**config.mk**
```make
export PLATFORM = sky130hd
export DESIGN_NAME = l2_port_arbiter
export DESIGN_NICKNAME = d
export VERILOG_FILES = /design/src/rtl/l2_port_arbiter.sv
export SDC_FILE = /design/constraint.sdc
export NUM_CORES = 2
export LEC_CHECK = 0
export CORE_AREA = 3 3 549 551
export CTS_BUF_LIST = sky130_fd_sc_hd__clkbuf_16
export DETAILED_ROUTE_END_ITERATION = 6
export DIE_AREA = 0 0 552 554
export GPL_TIMING_DRIVEN = 0
export PLACE_DENSITY_LB_ADDON = 0.2
export REMOVE_ABC_BUFFERS = 1
export SLEW_MARGIN = 20
export SYNTH_ARGS = -nofsm -noshare
export SYNTH_HDL_FRONTEND = slang
export SYNTH_HIERARCHICAL = 1
export SYNTH_SLANG_ARGS = --single-unit
```
**constraint.sdc**
```tcl
create_clock -name clk -period 11.54 [get_ports clk]
set_input_delay 1.731 -clock clk [delete_from_list [all_inputs] [get_ports clk]]
set_output_delay 1.731 -clock clk [all_outputs]
set_load 0.02 [all_outputs]
```
**src/rtl/l2_port_arbiter.sv**
```systemverilog
// l2_port_arbiter: buffers per-L1 line requests in per-port FIFOs, grants one per
// cycle onto the single L2 request channel tagged {port, id}, and routes L2
// responses back to the originating L1 by that tag.
// Build option: define ARB_FIXED_PRIO_EN for strict lowest-port-first priority;
// left undefined, arbitration is round-robin.

// Per-port request FIFO; pointers carry a wrap bit so full/empty need no extra state.
module l2_port_fifo #(
  parameter int W  = 8,
  parameter int DL = 2
) (
  input  logic         clk,
  input  logic         reset,
  input  logic         push,
  input  logic [W-1:0] wdata,
  input  logic         pop,
  output logic [W-1:0] rdata,
  output logic         empty,
  output logic         full
);
  localparam int D = 1 << DL;

  logic [DL:0]         wptr, rptr;
  logic [DL:0]         count;
  logic [D-1:0][W-1:0] mem;

  assign count = wptr - rptr;
  assign full  = (count == (DL+1)'(D));
  assign empty = (wptr == rptr);
  assign rdata = mem[rptr[DL-1:0]];

  // Storage needs no reset; only the pointers define validity.
  always_ff @(posedge clk) begin
    if (push) mem[wptr[DL-1:0]] <= wdata;
  end

  // Pointer advance; reset discards everything buffered.
  always_ff @(posedge clk) begin
    if (reset) begin
      wptr <= '0;
      rptr <= '0;
    end else begin
      if (push) wptr <= wptr + 1'b1;
      if (pop)  rptr <= rptr + 1'b1;
    end
  end
endmodule

module l2_port_arbiter #(
  parameter int NUM_PORTS      = 2,
  parameter int ADDR_WIDTH     = 32,
  parameter int LINE_WIDTH     = 256,
  parameter int ID_BITS        = 3,
  parameter int FIFO_DEPTH_LOG = 2,
  localparam int PORT_BITS     = (NUM_PORTS > 1) ? $clog2(NUM_PORTS) : 1,
  localparam int TAG_BITS      = ID_BITS + PORT_BITS
) (
  input  logic                            clk,
  input  logic                            reset,
  input  logic [NUM_PORTS-1:0]            req_valid_i,
  input  logic [NUM_PORTS-1:0]            req_rw_i,
  input  logic [ADDR_WIDTH*NUM_PORTS-1:0] req_addr_i,
  input  logic [LINE_WIDTH*NUM_PORTS-1:0] req_data_i,
  input  logic [ID_BITS*NUM_PORTS-1:0]    req_id_i,
  output logic [NUM_PORTS-1:0]            req_stall_o,
  output logic                            l2_valid_o,
  output logic                            l2_rw_o,
  output logic [ADDR_WIDTH-1:0]           l2_addr_o,
  output logic [LINE_WIDTH-1:0]           l2_data_o,
  output logic [TAG_BITS-1:0]             l2_id_o,
  input  logic                            l2_stall_i,
  input  logic                            l2_rsp_valid_i,
  input  logic [LINE_WIDTH-1:0]           l2_rsp_data_i,
  input  logic [TAG_BITS-1:0]             l2_rsp_id_i,
  output logic [NUM_PORTS-1:0]            rsp_valid_o,
  output logic [LINE_WIDTH-1:0]           rsp_data_o,
  output logic [ID_BITS-1:0]              rsp_id_o
);
  typedef struct packed {
    logic                  rw;
    logic [ADDR_WIDTH-1:0] addr;
    logic [LINE_WIDTH-1:0] data;
    logic [ID_BITS-1:0]    id;
  } req_t;

  localparam int ENT_W = $bits(req_t);
  // One extra bit so rr_ptr+k (up to 2*NUM_PORTS-1) never overflows before the wrap.
  localparam int PB1   = PORT_BITS + 1;

  logic [NUM_PORTS-1:0][ENT_W-1:0] wdata, head;
  logic [NUM_PORTS-1:0]            push, pop, empty;
  logic [(1<<PB1)-1:0]             ne_pad;
  logic [PB1-1:0]                  cand;
  logic [PORT_BITS-1:0]            winner;
  logic                            grant_any, stage_free, grant;
  req_t                            head_req;
  logic [PORT_BITS-1:0]            rsp_port;
  logic [NUM_PORTS-1:0]            rsp_hot;

  for (genvar p = 0; p < NUM_PORTS; p++) begin : g_port
    assign push[p]  = req_valid_i[p] & ~req_stall_o[p];
    assign wdata[p] = {req_rw_i[p], req_addr_i[p*ADDR_WIDTH +: ADDR_WIDTH],
                       req_data_i[p*LINE_WIDTH +: LINE_WIDTH], req_id_i[p*ID_BITS +: ID_BITS]};
    l2_port_fifo #(.W(ENT_W), .DL(FIFO_DEPTH_LOG)) u_fifo (
      .clk   (clk),
      .reset (reset),
      .push  (push[p]),
      .wdata (wdata[p]),
      .pop   (pop[p]),
      .rdata (head[p]),
      .empty (empty[p]),
      .full  (req_stall_o[p])
    );
  end

  // Zero-padded non-empty mask so the search index never goes out of range.
  assign ne_pad     = {{((1<<PB1)-NUM_PORTS){1'b0}}, ~empty};
  assign stage_free = ~l2_valid_o | ~l2_stall_i;
  assign grant      = stage_free & grant_any;
  assign head_req   = req_t'(head[winner]);

`ifdef ARB_FIXED_PRIO_EN
  // Strict priority: descending scan so the lowest non-empty port is written last.
  always_comb begin
    grant_any = 1'b0;
    winner    = '0;
    cand      = '0;
    for (int k = NUM_PORTS-1; k >= 0; k--) begin
      cand = PB1'(k);
      if (ne_pad[cand]) begin
        grant_any = 1'b1;
        winner    = cand[PORT_BITS-1:0];
      end
    end
  end
`else
  logic [PORT_BITS-1:0] rr_ptr;

  // Round-robin pointer follows the last winner; starts so port 0 wins first.
  always_ff @(posedge clk) begin
    if (reset)      rr_ptr <= PORT_BITS'(NUM_PORTS-1);
    else if (grant) rr_ptr <= winner;
  end

  // Search from rr_ptr+1; descending scan so the nearest candidate is written last.
  always_comb begin
    grant_any = 1'b0;
    winner    = '0;
    cand      = '0;
    for (int k = NUM_PORTS; k >= 1; k--) begin
      cand = {1'b0, rr_ptr} + PB1'(k);
      if (cand >= PB1'(NUM_PORTS)) cand = cand - PB1'(NUM_PORTS);
      if (ne_pad[cand]) begin
        grant_any = 1'b1;
        winner    = cand[PORT_BITS-1:0];
      end
    end
  end
`endif

  // Pop only the granted port.
  always_comb begin
    pop = '0;
    if (grant) pop[winner] = 1'b1;
  end

  // Registered L2 request stage; held bit-stable while L2 stalls a valid request.
  always_ff @(posedge clk) begin
    if (reset) begin
      l2_valid_o <= 1'b0;
      l2_rw_o    <= 1'b0;
      l2_addr_o  <= '0;
      l2_data_o  <= '0;
      l2_id_o    <= '0;
    end else if (stage_free) begin
      if (grant_any) begin
        l2_valid_o <= 1'b1;
        l2_rw_o    <= head_req.rw;
        l2_addr_o  <= head_req.addr;
        l2_data_o  <= head_req.data;
        l2_id_o    <= {winner, head_req.id};
      end else begin
        l2_valid_o <= 1'b0;
      end
    end
  end

  assign rsp_port = l2_rsp_id_i[TAG_BITS-1:ID_BITS];

  // One-hot decode of the response tag; out-of-range ports match nothing and drop.
  always_comb begin
    rsp_hot = '0;
    for (int k = 0; k < NUM_PORTS; k++)
      rsp_hot[k] = l2_rsp_valid_i & (rsp_port == PORT_BITS'(k));
  end

  // Response register: valid pulses for one cycle, data/id hold the last delivery.
  always_ff @(posedge clk) begin
    if (reset) begin
      rsp_valid_o <= '0;
      rsp_data_o  <= '0;
      rsp_id_o    <= '0;
    end else begin
      rsp_valid_o <= rsp_hot;
      if (|rsp_hot) begin
        rsp_data_o <= l2_rsp_data_i;
        rsp_id_o   <= l2_rsp_id_i[ID_BITS-1:0];
      end
    end
  end
endmodule
```
== After elaboration in Yosys (flattened, before gate mapping) ==
Cells that the tools add are included.
Storage, ports and cells
  word-level logic and storage cells: 90
  output and inout bits: 557
  flip-flop bits (word level): 2904
  input port bits: 850
Operators by class
  reductions and logical operators: 5
  $add $sub $neg: 10
  bitwise operators: 12
  multiplexer cells: 26
  magnitude comparators: 12
  eq/ne operators: 4
Operator list (count)
  bitwise mux 1168 bit: 2
  2-to-1 mux 292 bit: 6
  binary-select mux 292 bit (select 2 bit): 2
  demux 292 bit (select 2 bit): 2
  less-than comparator 2 x 3 -> 1 bit, second input constant: 6
  adder 3 x 1 -> 3 bit, second input constant: 4
  2-to-1 mux 1 bit: 8
  == test 3 bit: 2
  == test 3 bit, second input constant: 2
  2-to-1 mux 2 bit: 3
  subtractor 3 bit: 2
  bitwise AND 1 bit: 5
  inverter 1 bit: 5
  binary-select mux 1 bit (select 2 bit): 2
  greater-or-equal comparator 2 x 1 -> 1 bit, second input constant: 2
  greater-or-equal comparator 2 bit, second input constant: 2
  subtractor 2 bit, second input constant: 2
  logical AND 1 bit: 3
  adder 1 x 1 -> 2 bit, second input constant: 1
  adder 1 x 2 -> 2 bit, second input constant: 1
  less-than comparator 1 x 2 -> 1 bit, second input constant: 1
  inverter 2 bit: 1
  AND reduction 2 bit: 1
  OR reduction 2 bit: 1
  3 further kinds: 3

== Logic depth before layout (Yosys ltp) ==
  word-level depth: 12
  mapped depth: 15
  mapped depth without buffers: 10

== Hierarchy ==
The synthesis kept the hierarchy.
Modules (own cells, without submodules)
  l2_port_fifo: cells each 1565, area an instance 42756.0 um^2, times used 2, sequential area each 35193.8 um^2
  l2_port_arbiter: cells each 2254, area an instance 22198.8 um^2, times used 1, sequential area each 11130.7 um^2

== Least setup slack after synthesis ==
OpenSTA, ideal clock, no wires.
  kind: input to register
  start point: input req_valid_i[0]
  end point: register g_port[0].u_fifo/mem[1000] (netlist name) (enable)
  path slack: 2138 ps
  setup time: 691 ps
  path buffers: 0
  arrival time: 8711 ps
  data required time: 10849 ps
  stages: 2
  cell sequence: nor2b_1 and2_1
Between the ends
  longest elaborated chain between the ends: 1
Ends and longest elaborated chain
  start, declared: line 60  | input logic [NUM_PORTS-1:0] req_valid_i,
  bitwise AND 1 bit: line 101  | assign push[p] = req_valid_i[p] & ~req_stall_o[p];
  end signal, assigned by index: line 34  | if (push) mem[wptr[DL-1:0]] <= wdata;
  end, declared: line 25  | logic [D-1:0][W-1:0] mem;
Every way passes these cells.
A chain may end at the register's enable or synchronous reset.

== Final worst setup path ==
  start point: register g_port[1].u_fifo.rptr[1]
  end point: output req_stall_o[1]
Between the ends
  longest elaborated chain between the ends: 2
Ends and longest elaborated chain
  start, declared: line 23  | logic [DL:0] wptr, rptr;
  start signal, assigned: line 44  | if (pop) rptr <= rptr + 1'b1;
  subtractor 3 bit: line 27  | assign count = wptr - rptr;
  == test 3 bit: line 28  | assign full = (count == (DL+1)'(D));
  end, declared: line 65  | output logic [NUM_PORTS-1:0] req_stall_o,
Every way passes these cells.

==> impl_results.md <==
* Status: complete, no violations
* Worst min path class: flip-flop to flip-flop
* Hold Path End: l2_id_o[3]$_SDFFE_PP0P_
* DRT iter0 DRCs at approximately 5600
* Clk root buf: clkbuf_16
* Worst Setup End Kind: primary output
* Crit path max fanout at 27
* Post-synth EDFFs at 2336
* Max Cap Viol at 0
* WL per Instance at between 30 and 40 microns
* Layout area overhead at 28.7%
* Vias after detailed routing at 61400
* Dpl cells at between 10000 and 15000
* Clk_lat worst skew at 0.91 ns
* Worst Tran Pin Value at 0.737 ns
* TritonCTS buffer count at 316
* Worst Clk Skew at 0.0429 ns
* Core ar. at 297000 sq um
* Post-Synthesis Cells at 5384
* Largest area contributor in the netlist: edfxtp_1
* Ranking of synthesized cells by area: edfxtp_1, mux4_2, dfxtp_1
* Clock transition at path regs at 0.06 ns
* Slew headroom at 50.7%
* Peak Freq at between 150 and 200 MHz
* DIE AREA at slightly above 300000 sq um
* Io pins at roughly 1400
* WHS Path Cells at 2
* Share of the synthesized area in the top cell type at 65.1%
* Yosys reg bits at just under 3000
* Post-synthesis average cell area at 20.0 sq um
* Primary FF master, synth: edfxtp_1
* Final Hold Viols at 0
* Worst EP arrival at 3.28 ns
* Fill count at 25200
* Final WL at 372000 microns
* Worst EP required at 9.81 ns
* WS Path Type: flip-flop to primary output
* Post-synthesis sequential area ratio at 75.7%
* Hold-fix buffers, CTS at 0
* Post-synth ARST share at 0%
* VDD IR max at about 0.00022 V
* R2r endpoint: g_port[0].u_fifo/mem[349]$_DFFE_PP_
* Via density per instance at 5.50
* Gr ovfl total at 0
* Die X at 552 microns
* Share of cells above drive strength 1 at 17.0%
* IO buf count at 1406
* Initial antenna violation count at 188
* Startpoint class of the critical path: flip-flop
* H-tree depth at 5
* Clk buf depth at 4
* Largest net degree at the start of global routing at roughly 110
* Most frequent cells after synthesis: edfxtp_1, mux4_2, dfxtp_1, a21oi_1
* Count leader, synth: edfxtp_1
* Tot GR Track Use at 23.7%
* # Post-CTS Setup Buffers at 0
* Yosys warns at 6
* PwrDens at 237 nW/um^2
* RSZ-0062 raised after global routing: false
* First-pass GRT wire length at 513000 microns
* DP HPWL at about 250000 microns
* CTS resizes at 0
* CTS tree: built
* Post-route DRC at 0
* Detailed Routing Iterations Pass 1 at 5
* Crit path time final at between 5 and 6 ns
* Fin. max-slew vios at 0
* Reg2reg path depth at 13
* Period utilisation layout at between 40% and 50%
* Synth unique cells at 32
* Final setup vio count at 0
* Mapped cell area at around 110000 sq um
* Layout Nets at ~7700
* Final Wtd Congestion at 0.854
* P_leak at 45.1 nW
* HP Start: l2_id_o[3]$_SDFFE_PP0P_
* Post-layout util at approximately 47%
* Vias in the first global route at between 60000 and 70000
* Effective utilization at floorplan at a little over a third
* R2R setup slack at 7.24 ns
* Post-DRT Antenna Nets at 0
* Die Y at 554 microns
* CTS sink cnt at 2904
* Finished Layout Cells at 11200
* Setup TNS at 0 ns
* # rows at 200
* R2r startpoint: g_port[0].u_fifo/rptr[1]$_SDFFE_PP0P_
==> registers in the layout, indices dropped and copies added (netlist names), 2 cells and up <==
signal and flops:
g_port.u_fifo/mem 2336, l2_data_o 256, rsp_data_o 256, l2_addr_o 32
g_port.u_fifo/rptr 6, g_port.u_fifo/wptr 6, l2_id_o 4, rsp_id_o 3
rsp_valid_o 2
==> through the flow <==
stage,hold WS [ns],total power [W],cell area (sq um),worst slack (ns)
final,0.470,0.0329,139000,6.52
after global routing,0.493,0.0342,139000,6.39
after CTS,0.467,0.0333,138000,6.41
after detailed placement,0.460,0.0236,128000,6.43
after global placement,0.448,0.0243,124000,-28.92
after floorplan,0.446,0.0197,105000,-9.18
==> layout by cell type (no fill, tap or decap), types with 2 or more instances in the layout <==
master / Yosys / routed
nor2_1: 275 / 275
buf_8: 16 / 2
nand2_1: 6 / 6
clkinv_16: 0 / 17
a21oi_1: 295 / 295
dfxtp_1: 568 / 564
and2_4: 0 / 8
buf_12: 44 / 40
dfxtp_4: 0 / 4
inv_16: 0 / 5
edfxtp_1: 2336 / 2336
nor2b_1: 4 / 4
diode_2: 0 / 82
bufinv_16: 0 / 11
nand4_1: 292 / 292
a32oi_1: 292 / 292
mux4_2: 584 / 584
clkbuf_16: 0 / 320
clkinvlp_4: 0 / 7
mux2i_1: 263 / 263
clkinv_2: 0 / 54
inv_6: 0 / 4
inv_1: 7 / 90
buf_16: 0 / 143
clkdlybuf4s50_1: 0 / 1404
clkinv_8: 0 / 2
ha_1: 14 / 14
clkinv_4: 0 / 4
xnor2_1: 8 / 8
xor2_1: 4 / 4
clkinv_1: 1 / 76
==> worst max-delay path, stage by stage (launching register included) <==
cell,delay (ns)
dfxtp_4,0.64
buf_16,0.28
inv_1,0.07
ha_1,0.18
nor2b_1,0.13
xnor2_1,0.08
nor2_1,0.20
clkdlybuf4s50_1,0.80
==> final cells by class <==
class	instances	area, sq um	area share [%]
Antenna cell	82	205	0.148
Clock buffer	320	8010	5.77
Clock inverter	263	1970	1.42
Inverter	8	35.0	0.0253
Multi-Input combinational cell	2054	23200	16.7
Sequential cell	2904	81500	58.8
Tap cell	3939	4930	3.55
Timing Repair Buffer	1589	18800	13.6
==> per-layer routing <==
layer	track usage (%)	up-vias	routed length [microns]
li1	-	25500	-
met3	8.23	767	34500
met1	27.8	32400	136000
met2	38.1	2580	178000
met5	0	-	806
met4	13.4	130	23300
==> where the power goes <==
part / total (W) / switching [W] / internal, W
logic: 0.0101 / 0.00589 / 0.00419
clock network: 0.00964 / 0.00429 / 0.00535
registers: 0.0132 / 0.000440 / 0.0128
total: 0.0329 / 0.0106 / 0.0223
==> worst max-delay path by stage <==
| stage | startpoint | end | slack (ns) | depth (start not counted) |
|---|---|---|---|---|
| floorplan | g_port[0].u_fifo/rptr[0]$_SDFFE_PP0P_ | g_port[0].u_fifo/mem[1000]$_DFFE_PP_ | -9.18 | 5 |
| global placement | g_port[0].u_fifo/rptr[0]$_SDFFE_PP0P_ | l2_data_o[187]$_SDFFE_PP0P_ | -28.92 | 6 |
| detailed placement | req_valid_i[0] | g_port[0].u_fifo/mem[526]$_DFFE_PP_ | 6.43 | 8 |
| CTS | g_port[1].u_fifo/rptr[1]$_SDFFE_PP0P_ | req_stall_o[1] | 6.41 | 7 |
| global route | g_port[1].u_fifo/rptr[1]$_SDFFE_PP0P_ | req_stall_o[1] | 6.39 | 7 |
| finish | g_port[1].u_fifo/rptr[1]$_SDFFE_PP0P_ | req_stall_o[1] | 6.52 | 7 |
==> logic make-up after synthesis <==
logic type / share of synthesized area (%)
xor+xnor: 0.0976
compound gates: 3.77
mux: 14.7
simple gates: 2.78
fa+ha+maj: 0.163
flops: 75.7
buf+inv: 2.85
(Power assumes the default switching activity.)
